==> src/rtl/multicycle_ctrl.sv <==
// Multicycle MIPS-subset control unit: Moore FSM that sequences fetch, decode,
// execute, memory and write-back steps and traps on unsupported instructions.
module multicycle_ctrl (
  input  logic       clk,
  input  logic       rst,
  input  logic [5:0] Op,
  input  logic [5:0] Funct,
  input  logic       Zero,
  output logic       PCWrite,
  output logic       IorD,
  output logic       MemRead,
  output logic       MemWrite,
  output logic       IRWrite,
  output logic       RegWrite,
  output logic       RegDst,
  output logic       MemtoReg,
  output logic       ALUSrcA,
  output logic [1:0] ALUSrcB,
  output logic [1:0] PCSource,
  output logic [3:0] ALUOp,
  output logic [3:0] State,
  output logic       Illegal
);

  typedef enum logic [3:0] {
    StFetch  = 4'd0,
    StDecode = 4'd1,
    StMemAdr = 4'd2,
    StMemRd  = 4'd3,
    StMemWb  = 4'd4,
    StMemWr  = 4'd5,
    StRExec  = 4'd6,
    StRWb    = 4'd7,
    StBranch = 4'd8,
    StIExec  = 4'd9,
    StIWb    = 4'd10,
    StJump   = 4'd11,
    StTrap   = 4'd12
  } state_e;

  localparam logic [3:0] AluAdd = 4'd0, AluAddu = 4'd1, AluSub = 4'd2, AluSubu = 4'd3,
                         AluSllv = 4'd4, AluSrlv = 4'd5, AluSrav = 4'd6, AluAnd = 4'd7,
                         AluOr = 4'd8, AluXor = 4'd9, AluNor = 4'd10, AluSlt = 4'd11,
                         AluSltu = 4'd12, AluSll = 4'd13, AluSrl = 4'd14, AluSra = 4'd15;

  state_e     state_q, state_d;
  logic [3:0] r_alu_op;
  logic       funct_ok;
  logic [3:0] i_alu_op;

  // Funct and Op are held stable by the datapath, so the ALU code is decoded live.
  always_comb begin
    funct_ok = 1'b1;
    r_alu_op = AluAdd;
    case (Funct)
      6'h20:   r_alu_op = AluAdd;
      6'h21:   r_alu_op = AluAddu;
      6'h22:   r_alu_op = AluSub;
      6'h23:   r_alu_op = AluSubu;
      6'h24:   r_alu_op = AluAnd;
      6'h25:   r_alu_op = AluOr;
      6'h26:   r_alu_op = AluXor;
      6'h27:   r_alu_op = AluNor;
      6'h2A:   r_alu_op = AluSlt;
      6'h2B:   r_alu_op = AluSltu;
      6'h00:   r_alu_op = AluSll;
      6'h02:   r_alu_op = AluSrl;
      6'h03:   r_alu_op = AluSra;
      6'h04:   r_alu_op = AluSllv;
      6'h06:   r_alu_op = AluSrlv;
      6'h07:   r_alu_op = AluSrav;
      default: funct_ok = 1'b0;
    endcase
  end

  always_comb begin
    i_alu_op = AluAdd;
    case (Op)
      6'h09:   i_alu_op = AluAddu;
      6'h0C:   i_alu_op = AluAnd;
      6'h0D:   i_alu_op = AluOr;
      default: i_alu_op = AluAdd;
    endcase
  end

  always_ff @(posedge clk) begin
    if (rst) begin
      state_q <= StFetch;
    end else begin
      state_q <= state_d;
    end
  end

  always_comb begin
    state_d = state_q;
    case (state_q)
      StFetch:  state_d = StDecode;
      StDecode: begin
        case (Op)
          6'h23, 6'h2B:               state_d = StMemAdr;
          6'h00:                      state_d = funct_ok ? StRExec : StTrap;
          6'h04, 6'h05:               state_d = StBranch;
          6'h08, 6'h09, 6'h0C, 6'h0D: state_d = StIExec;
          6'h02:                      state_d = StJump;
          default:                    state_d = StTrap;
        endcase
      end
      StMemAdr: state_d = (Op == 6'h23) ? StMemRd : StMemWr;
      StMemRd:  state_d = StMemWb;
      StMemWb:  state_d = StFetch;
      StMemWr:  state_d = StFetch;
      StRExec:  state_d = StRWb;
      StRWb:    state_d = StFetch;
      StBranch: state_d = StFetch;
      StIExec:  state_d = StIWb;
      StIWb:    state_d = StFetch;
      StJump:   state_d = StFetch;
      StTrap:   state_d = StTrap;
      default:  state_d = StTrap;
    endcase
  end

  always_comb begin
    PCWrite  = 1'b0;
    IorD     = 1'b0;
    MemRead  = 1'b0;
    MemWrite = 1'b0;
    IRWrite  = 1'b0;
    RegWrite = 1'b0;
    RegDst   = 1'b0;
    MemtoReg = 1'b0;
    ALUSrcA  = 1'b0;
    ALUSrcB  = 2'd0;
    PCSource = 2'd0;
    ALUOp    = AluAdd;
    Illegal  = 1'b0;
    unique case (state_q)
      StFetch: begin
        MemRead = 1'b1;
        IRWrite = 1'b1;
        PCWrite = 1'b1;
        ALUSrcB = 2'd1;
      end
      StDecode: ALUSrcB = 2'd3;
      StMemAdr: begin
        ALUSrcA = 1'b1;
        ALUSrcB = 2'd2;
      end
      StMemRd: begin
        MemRead = 1'b1;
        IorD    = 1'b1;
      end
      StMemWb: begin
        RegWrite = 1'b1;
        MemtoReg = 1'b1;
      end
      StMemWr: begin
        MemWrite = 1'b1;
        IorD     = 1'b1;
      end
      StRExec: begin
        ALUSrcA = 1'b1;
        ALUOp   = r_alu_op;
      end
      StRWb: begin
        RegWrite = 1'b1;
        RegDst   = 1'b1;
        ALUOp    = r_alu_op;
      end
      StBranch: begin
        ALUSrcA  = 1'b1;
        ALUOp    = AluSub;
        PCSource = 2'd1;
        PCWrite  = (Op == 6'h05) ? ~Zero : Zero;
      end
      StIExec: begin
        ALUSrcA = 1'b1;
        ALUSrcB = 2'd2;
        ALUOp   = i_alu_op;
      end
      StIWb: begin
        RegWrite = 1'b1;
        ALUOp    = i_alu_op;
      end
      StJump: begin
        PCWrite  = 1'b1;
        PCSource = 2'd2;
      end
      StTrap:  Illegal = 1'b1;
      default: Illegal = 1'b1;
    endcase
    // Reset suppresses every architectural write regardless of state.
    if (rst) begin
      PCWrite  = 1'b0;
      MemRead  = 1'b0;
      MemWrite = 1'b0;
      IRWrite  = 1'b0;
      RegWrite = 1'b0;
    end
  end

  assign State = state_q;

endmodule

==> config.mk <==
export PLATFORM = sky130hd
export DESIGN_NAME = multicycle_ctrl
export DESIGN_NICKNAME = d
export VERILOG_FILES = /design/src/rtl/multicycle_ctrl.sv
export SDC_FILE = /design/constraint.sdc
export NUM_CORES = 1
export LEC_CHECK = 0
export CAP_MARGIN = 10
export CORE_UTILIZATION = 30
export CTS_CLUSTER_SIZE = 16
export DETAILED_ROUTE_END_ITERATION = 16
export GPL_ROUTABILITY_DRIVEN = 0
export SYNTH_ARGS = -nofsm -noshare
export SYNTH_HDL_FRONTEND = slang
export SYNTH_SLANG_ARGS = --single-unit
==> constraint.sdc <==
create_clock -name clk -period 3.3 [get_ports clk]
set_input_delay 0.825 -clock clk [delete_from_list [all_inputs] [get_ports clk]]
set_output_delay 0.825 -clock clk [all_outputs]
set_load 0.01 [all_outputs]
== Word level (Yosys, flattened, before mapping) ==
Cells that the tools add are included.

* Register bits: 4
* Input port bits: 15
* Output and inout bits: 22
* Word-level logic and storage cells: 80

* Equal/unequal tests: 35
* Multiplexer cells: 26
* Bitwise logic cells: 1
* Reduce and logical (&&, ||, !) cells: 17

{| class="wikitable"
|+ Operator list
! operator !! number
|-
| 6-bit equality test, second input constant || 12
|-
| 4-bit case mux with 15 select lines || 1
|-
| 6-bit by 3-bit equality test with 1-bit output, second input constant || 5
|-
| 4-bit case mux with 7 select lines || 1
|-
| 6-bit by 4-bit equality test with 1-bit output, second input constant || 4
|-
| 4-bit case mux with 3 select lines || 2
|-
| 4-bit case mux with 5 select lines || 1
|-
| 6-bit by 2-bit equality test with 1-bit output, second input constant || 3
|-
| 4-bit by 3-bit equality test with 1-bit output, second input constant || 4
|-
| 4-bit equality test, second input constant || 4
|-
| 1-bit two-way mux || 16
|-
| 16-bit OR reduction || 1
|-
| 2-bit OR reduction || 8
|-
| 6-bit zero test || 2
|-
| 12-bit OR reduction || 1
|-
| 4-bit by 2-bit equality test with 1-bit output, second input constant || 2
|-
| 4-bit OR reduction || 2
|-
| 2-bit case mux with 3 select lines || 1
|-
| 6-bit OR reduction || 1
|-
| 4-bit by 1-bit equality test with 1-bit output, second input constant || 1
|-
| 4-bit zero test || 1
|-
| 4-bit two-way mux || 1
|-
| 2-bit case mux with 2 select lines || 1
|-
| 3-bit two-way mux || 1
|-
| 3 further kinds || 3
|}

== Longest topological paths before layout ==
* Depth in word-level cells: 6
* Depth in mapped cells: 5
* Mapped depth without buffers: 4

== Worst setup path before layout ==
OpenSTA, ideal clock, no wires.

* Path kind: input to output
* From: input Op[1]
* To: output PCWrite
* Arrival: 1.964 ns
* Data required time: 2.475 ns
* Setup slack: 0.511 ns
* Stages: 4
* Buffers on the path: 0
* Cells stage by stage: or3_1 or4_1 nand3_1 a22o_2

* Word-level cells in the longest chain between the ends: 4

{| class="wikitable"
|+ RTL lines
! what !! line !! text
|-
| start: declaration || 6 || <nowiki>input logic [5:0] Op,</nowiki>
|-
| 6-bit by 3-bit equality test with 1-bit output || 174 || <nowiki>PCWrite = (Op == 6'h05) ? ~Zero : Zero;</nowiki>
|-
| 1-bit two-way mux || 174 ||
|-
| 1-bit case mux with 2 select lines || 137 || <nowiki>unique case (state_q)</nowiki>
|-
| 1-bit two-way mux || 193 || <nowiki>if (rst) begin</nowiki>
|-
| end: declaration || 9 || <nowiki>output logic PCWrite,</nowiki>
|}

Every way passes these cells.

== Worst setup path after layout ==
* From: input Funct[0]
* To: output ALUOp[0]

* Word-level cells in the longest chain between the ends: 3
* Elaborated cells between the ends (all ways): 17
* Classes of those cells: 14 x eq/ne; 2 x mux; 1 x reduce/logical

{| class="wikitable"
|+ RTL lines
! what !! line !! text
|-
| start: declaration || 7 || <nowiki>input logic [5:0] Funct,</nowiki>
|-
| 6-bit by 3-bit equality test with 1-bit output (tied with other cells) || 55 || <nowiki>case (Funct)</nowiki>
|-
| 4-bit case mux with 15 select lines (*) || 55 ||
|-
| 4-bit case mux with 3 select lines (*) || 137 ||
|-
| end: declaration || 20 || <nowiki>output logic [3:0] ALUOp,</nowiki>
|}

Every way passes the cells marked *; elsewhere a longest branch is shown, timed or not.

==> flow_metrics.tcl <==
set metrics [dict create \
    status "finished, final reports clean" \
    syn_avg_cell_area_um2 6.94 \
    num_rows 18 \
    fp.dieW_um 54.5 \
    finalHoldViolCount 0 \
    initial_core_util 0.324 \
    max-slew-margin-rel 0.702 \
    p_per_area_mw_per_mm2 487 \
    numCtsBuffers 3 \
    ys_seq_area_frac 0.0970 \
    ys_ff_latch 4 \
    die-area_mm2 0.00297 \
    cts.sinks 4 \
    multi_input_area_um2 704 \
    antenna_found_initial 0 \
    synth.top_cells.by_count "nor2_1, nor3_1, clkbuf_1" \
    wl_per_cell_um 13.5 \
    drt_wl_total_mm 2.67 \
    yosysTopAreaCellShare 0.0970 \
    drt_iter0_drc 9 \
    fp.dieH_um 54.5 \
    netlist_area_um2 826 \
    area_growth_pct 68.3 \
    cts-root-buf "clkbuf_4" \
    nNetsFinal 184 \
    reg2reg_from "State[3]$_SDFF_PP0_" \
    clk_latency_ps 250 \
    drt-vias-per-instance 5.35 \
    overflow 0 \
    synth_ff_type "dfxtp_1" \
    drc_errors 0 \
    cts.htree.levels 1 \
    finClkSkew_ps 6.45 \
    path_clk_slew_ps 40 \
    grt_usage 0.195 \
    fin_cells 197 \
    cp.required_ps 2470 \
    first_pass_iters 4 \
    dp_hpwl_mm 1.95 \
    synth.area.top_cells "dfxtp_1, nor3_1, nor2_1" \
    num_antenna_cells 0 \
    cp_max_fo 9 \
    crit_arrival_ps 2370 \
    cts_tree "done" \
    clock_path_buffers 2 \
    cp_cell_sequence "clkdlybuf4s50_1 > xor2_1 > mux2i_1 > o22ai_1 > a22o_1 > dlygate4sd2_1" \
    synth_area_leader_cell "dfxtp_1" \
    coreArea_mm2 0.00254 \
    reg2reg_slack_ps 1840 \
    cp-end-kind "output port" \
    reg2regPathDepth 4 \
    min_delay_path_depth 2 \
    fmax_ghz 0.313 \
    vias 1054 \
    place_inst 194 \
    final_layout_size_suffix_gt1_frac 0.246 \
    fillCellCount 247 \
    worstSetupPathType "input pin to output port" \
    cts_setup_buffers 0 \
    io-pin-count 37 \
    tightest_slew_ps 447 \
    largest_reg_flops 4 \
    seq_area_um2 80.1 \
    ys_warn_count 0 \
    min_to "State[0]$_SDFF_PP0_" \
    final-setup-viol-count 0 \
    antenna_left 0 \
    synth-edff-count 0 \
    max-cap-violations 0 \
    p_leak_nw 0.566 \
    syn-num-nets 134 \
    cp-start-kind "input pin" \
    ir_worst_vdd_uv 504 \
    regToRegEndpoint "State[2]$_SDFF_PP0_" \
    netlist_instances 119 \
    io_buffers 36 \
    rsz0062_at_grt "no" \
    finalCritPeriodShare 0.968 \
    grt_pass1_vias 1002 \
    cpPeakStageDelay_ps 570 \
    grt_pass1_wl_mm 4.32 \
    hold_path.class "flip-flop to flip-flop" \
    hp-start "State[1]$_SDFF_PP0_" \
    drv_slew 0 \
    synth_cell_type_count 48 \
    holdWs_ps 667 \
    slowest_stage "clkdlybuf4s50_1" \
    synthArstFlopShare 0 \
    grt_max_degree 13 \
    min_period_ps 3190 \
]
[cells in the final DEF (no fill, tap or decap), drive strengths merged, types with 4 or more instances in the layout]
cell type / n
or3: 4
nor3: 12
o21ai: 5
nand2: 5
buf: 23
dlymetal6s2s: 4
clkdlybuf4s50: 27
nand2b: 6
a21oi: 7
nor2: 11
inv: 4
dfxtp: 4
[through the flow]
step	util	setup TNS, ps	power (W)	setup slack [ps]	cell area [um2]
finish	0.546	0	0.000677	107	1390
CTS	0.530	-170	0.000676	-170	1350
global route	0.546	0	0.000727	16.6	1390
global placement	0.518	-1470	0.000610	-414	1320
detailed placement	0.518	-1540	0.000611	-423	1320
floorplan	-	0	0.000353	511	826
[kinds of logic after synthesis]
kind of cell	share of synthesized area
compound gates	0.309
xor+xnor	0.0530
buf+inv	0.103
flops	0.0970
mux	0.0364
simple gates	0.402
[worst max-delay path by stage]
stage                     to      from  slack (ps)
floorplan            PCWrite     Op[1]         510
global placement     PCWrite     Op[1]        -410
detailed placement   PCWrite     Op[1]        -420
CTS                  PCWrite     Op[1]        -170
global route        ALUOp[3]  Funct[0]          20
finish              ALUOp[0]  Funct[0]         110
[layer usage]
layer  GRT usage  vias to the layer above  part of all wire
li1            -                      538                 -
met1       0.242                      481              0.45
met2       0.354                       35              0.49
met5           0                        -                 0
met3      0.0222                        0             0.054
met4      0.0427                        0                 0
[critical path: cells and delay by family]
| family | cells | cell delay (ps) |
|---|---|---|
| XOR/XNOR | 1 | 230 |
| buffers and inverters | 2 | 850 |
| multiplexers | 1 | 140 |
| AO/OA/AOI/OAI | 2 | 320 |
[final cells by class]
cell class                      count  share of cell area
Tap cell                           30              0.0270
Timing Repair Buffer               58               0.382
Clock buffer                        3              0.0162
Inverter                            4              0.0108
Sequential cell                     4              0.0576
Multi-Input combinational cell     98               0.507
[power by group]
group          internal, W  switching [W]  total [W]
combinational     0.000268       0.000237   0.000506
clock            0.0000410      0.0000243  0.0000653
sequential       0.0000670      0.0000385   0.000105
[timing repair]
action / CTS / global route
setup endpoints to repair: 5 / 4
pin swaps: 2 / 2
gates cloned: 0 / 0
hold buffers: 0 / 0
gates resized for setup: 8 / 14
Power figures use the tool's default switching activity.
==> patch: new RTL, config.mk and constraints unchanged <==
Register the output `ALUOp`, cleared by the reset; this adds one clock of latency there. The other outputs are not delayed to match.
--- a/src/rtl/multicycle_ctrl.sv
+++ b/src/rtl/multicycle_ctrl.sv
@@ -45,2 +45,4 @@
 
+  logic [3:0] ALUOp_d;
+
   state_e     state_q, state_d;
@@ -134,3 +136,3 @@
     PCSource = 2'd0;
-    ALUOp    = AluAdd;
+    ALUOp_d  = AluAdd;
     Illegal  = 1'b0;
@@ -162,3 +164,3 @@
         ALUSrcA = 1'b1;
-        ALUOp   = r_alu_op;
+        ALUOp_d = r_alu_op;
       end
@@ -167,3 +169,3 @@
         RegDst   = 1'b1;
-        ALUOp    = r_alu_op;
+        ALUOp_d  = r_alu_op;
       end
@@ -171,3 +173,3 @@
         ALUSrcA  = 1'b1;
-        ALUOp    = AluSub;
+        ALUOp_d  = AluSub;
         PCSource = 2'd1;
@@ -178,3 +180,3 @@
         ALUSrcB = 2'd2;
-        ALUOp   = i_alu_op;
+        ALUOp_d = i_alu_op;
       end
@@ -182,3 +184,3 @@
         RegWrite = 1'b1;
-        ALUOp    = i_alu_op;
+        ALUOp_d  = i_alu_op;
       end
@@ -203,2 +205,10 @@
 
+  always_ff @(posedge clk) begin
+    if (rst) begin
+      ALUOp <= '0;
+    end else begin
+      ALUOp <= ALUOp_d;
+    end
+  end
+
 endmodule
Function: changed (Yosys sat finds a counterexample within 4 cycles, from zero or initial values and one cycle with rst high).
==> patch against the original RTL <==
Wire length decreased by 5.8%. Synthesized area increased by 19%. Via count increased by 5.2%. Setup slack improved by 0.016 ns. Sequential share of layout area increased by 5.6 points. Sequential cell count increased by 4. Die area increased by 18%. Total power increased by 5.5%. Utilization decreased by 8.7 points. Clock power increased by 15%. Cell area increased by 1.6%. Synthesized cell count increased by 18%. Critical path type unchanged. Largest power group unchanged.
==> patch: results <==
[run_status]
status = completed

[min_path]
hold_start = State[3]$_SDFF_PP0_

[clock_network]
clkTransAtPathRegs_ns = 0.06

[setup_path]
critical_path.max_fanout = 2
reg2reg_depth = 3
worstReg2RegEnd = State[1]$_SDFF_PP0_
reg2reg_from = State[0]$_SDFF_PP0_
r2r_slack_ns = 1.64
crit_arrival_ns = 2.35

[detailed_routing]
drt_iter0_drc = 33
routed_wl_um = 2510
num_vias = 1109
vias_per_cell = 5.09

[logic_synthesis]
synthTopCellsByArea = dfxtp_1, nor3_1, nor2_1, a21oi_1, nand2_1
syn_inst = 140
syn-num-nets = 155
yosys-top-cells-count = nor2_1, nor3_1, nand2_1
yosysSeqAreaShare_pct = 16.3
yosysTopAreaCellShare_pct = 16.3

[final_layout]
drive_above_1_share_pct = 14.9

[grt]
grt_pass1_vias = 979
grt_pass1_wl_um = 4220
grt_max_degree = 19

[place]
dp_hpwl_um = 1990

[timing]
worstMarginPinSlew_ns = 0.570
holdWs_ns = 0.644

[pwr]
vdd_ir_drop_max_mv = 0.178
patch: cell families (layout without fill, tap and decap cells):
family	Yosys count	count (layout)	share of synthesized area, %
DFF	8	8	16.3
muxes	1	1	1.15
buffers and inverters	20	54	10.3
and+or+nand+nor	71	71	41.4
AOI/OAI and AO/OA	35	35	26.4
xor gates and xnor gates	5	5	4.46
patch: per-stage QoR:
step	setup TNS [ns]	area (µm²)	worst slack (ns)
global route	0	1410	0.0121
global placement	-0.188	1390	-0.188
CTS	0	1410	0.0616
finish	0	1410	0.122
floorplan	0	982	0.713
detailed placement	-0.225	1390	-0.225
patch: worst max-delay path, stage by stage:
cell and delay [ns]:
clkdlybuf4s50_1 0.43, nor3_2 0.22, nand4b_1 0.15, xnor2_1 0.15, o21ai_1 0.07, a211oi_1 0.23, clkdlybuf4s15_1 0.27
patch: cell type report:
type | instances | area (µm²) | share of cell area (%)
Clock buffer | 3 | 22.5 | 1.59
Inverter | 5 | 18.8 | 1.33
Multi-Input combinational cell | 112 | 721 | 51.0
Sequential cell | 8 | 160 | 11.3
Tap cell | 44 | 55.1 | 3.90
Timing Repair Buffer | 46 | 435 | 30.8
patch: routing by layer:
layer / global-route usage [%] / share of wire, % / routed length [µm] / vias to the layer above
li1: - / - / - / 576
met2: 23.4 / 48 / 1200 / 30
met1: 21.1 / 48 / 1210 / 503
met4: 5.44 / 0 / 0 / 0
met3: 2.62 / 4.1 / 104 / 0
met5: 0 / 0 / 0 / -
patch: what timing repair did:
item                       4_1_cts  5_1_grt
gates resized for setup          1        1
setup endpoints to repair        1        1
pin swaps                        0        1
patch: power by group:
part           internal [W]  switching (W)
clock network     0.0000416      0.0000334
registers          0.000116      0.0000574
logic              0.000245       0.000220
patch: worst max path at each step:
stage                     start  endpoint  slack, ns  cells after the start
after detailed placement  Op[1]   PCWrite      -0.22                      7
after global routing      Op[4]   PCWrite       0.01                      7
after floorplan           Op[1]   PCWrite       0.71                      5
after global placement    Op[1]   PCWrite      -0.19                      7
after CTS                 Op[1]   PCWrite       0.06                      7
final                     Op[4]   PCWrite       0.12                      7
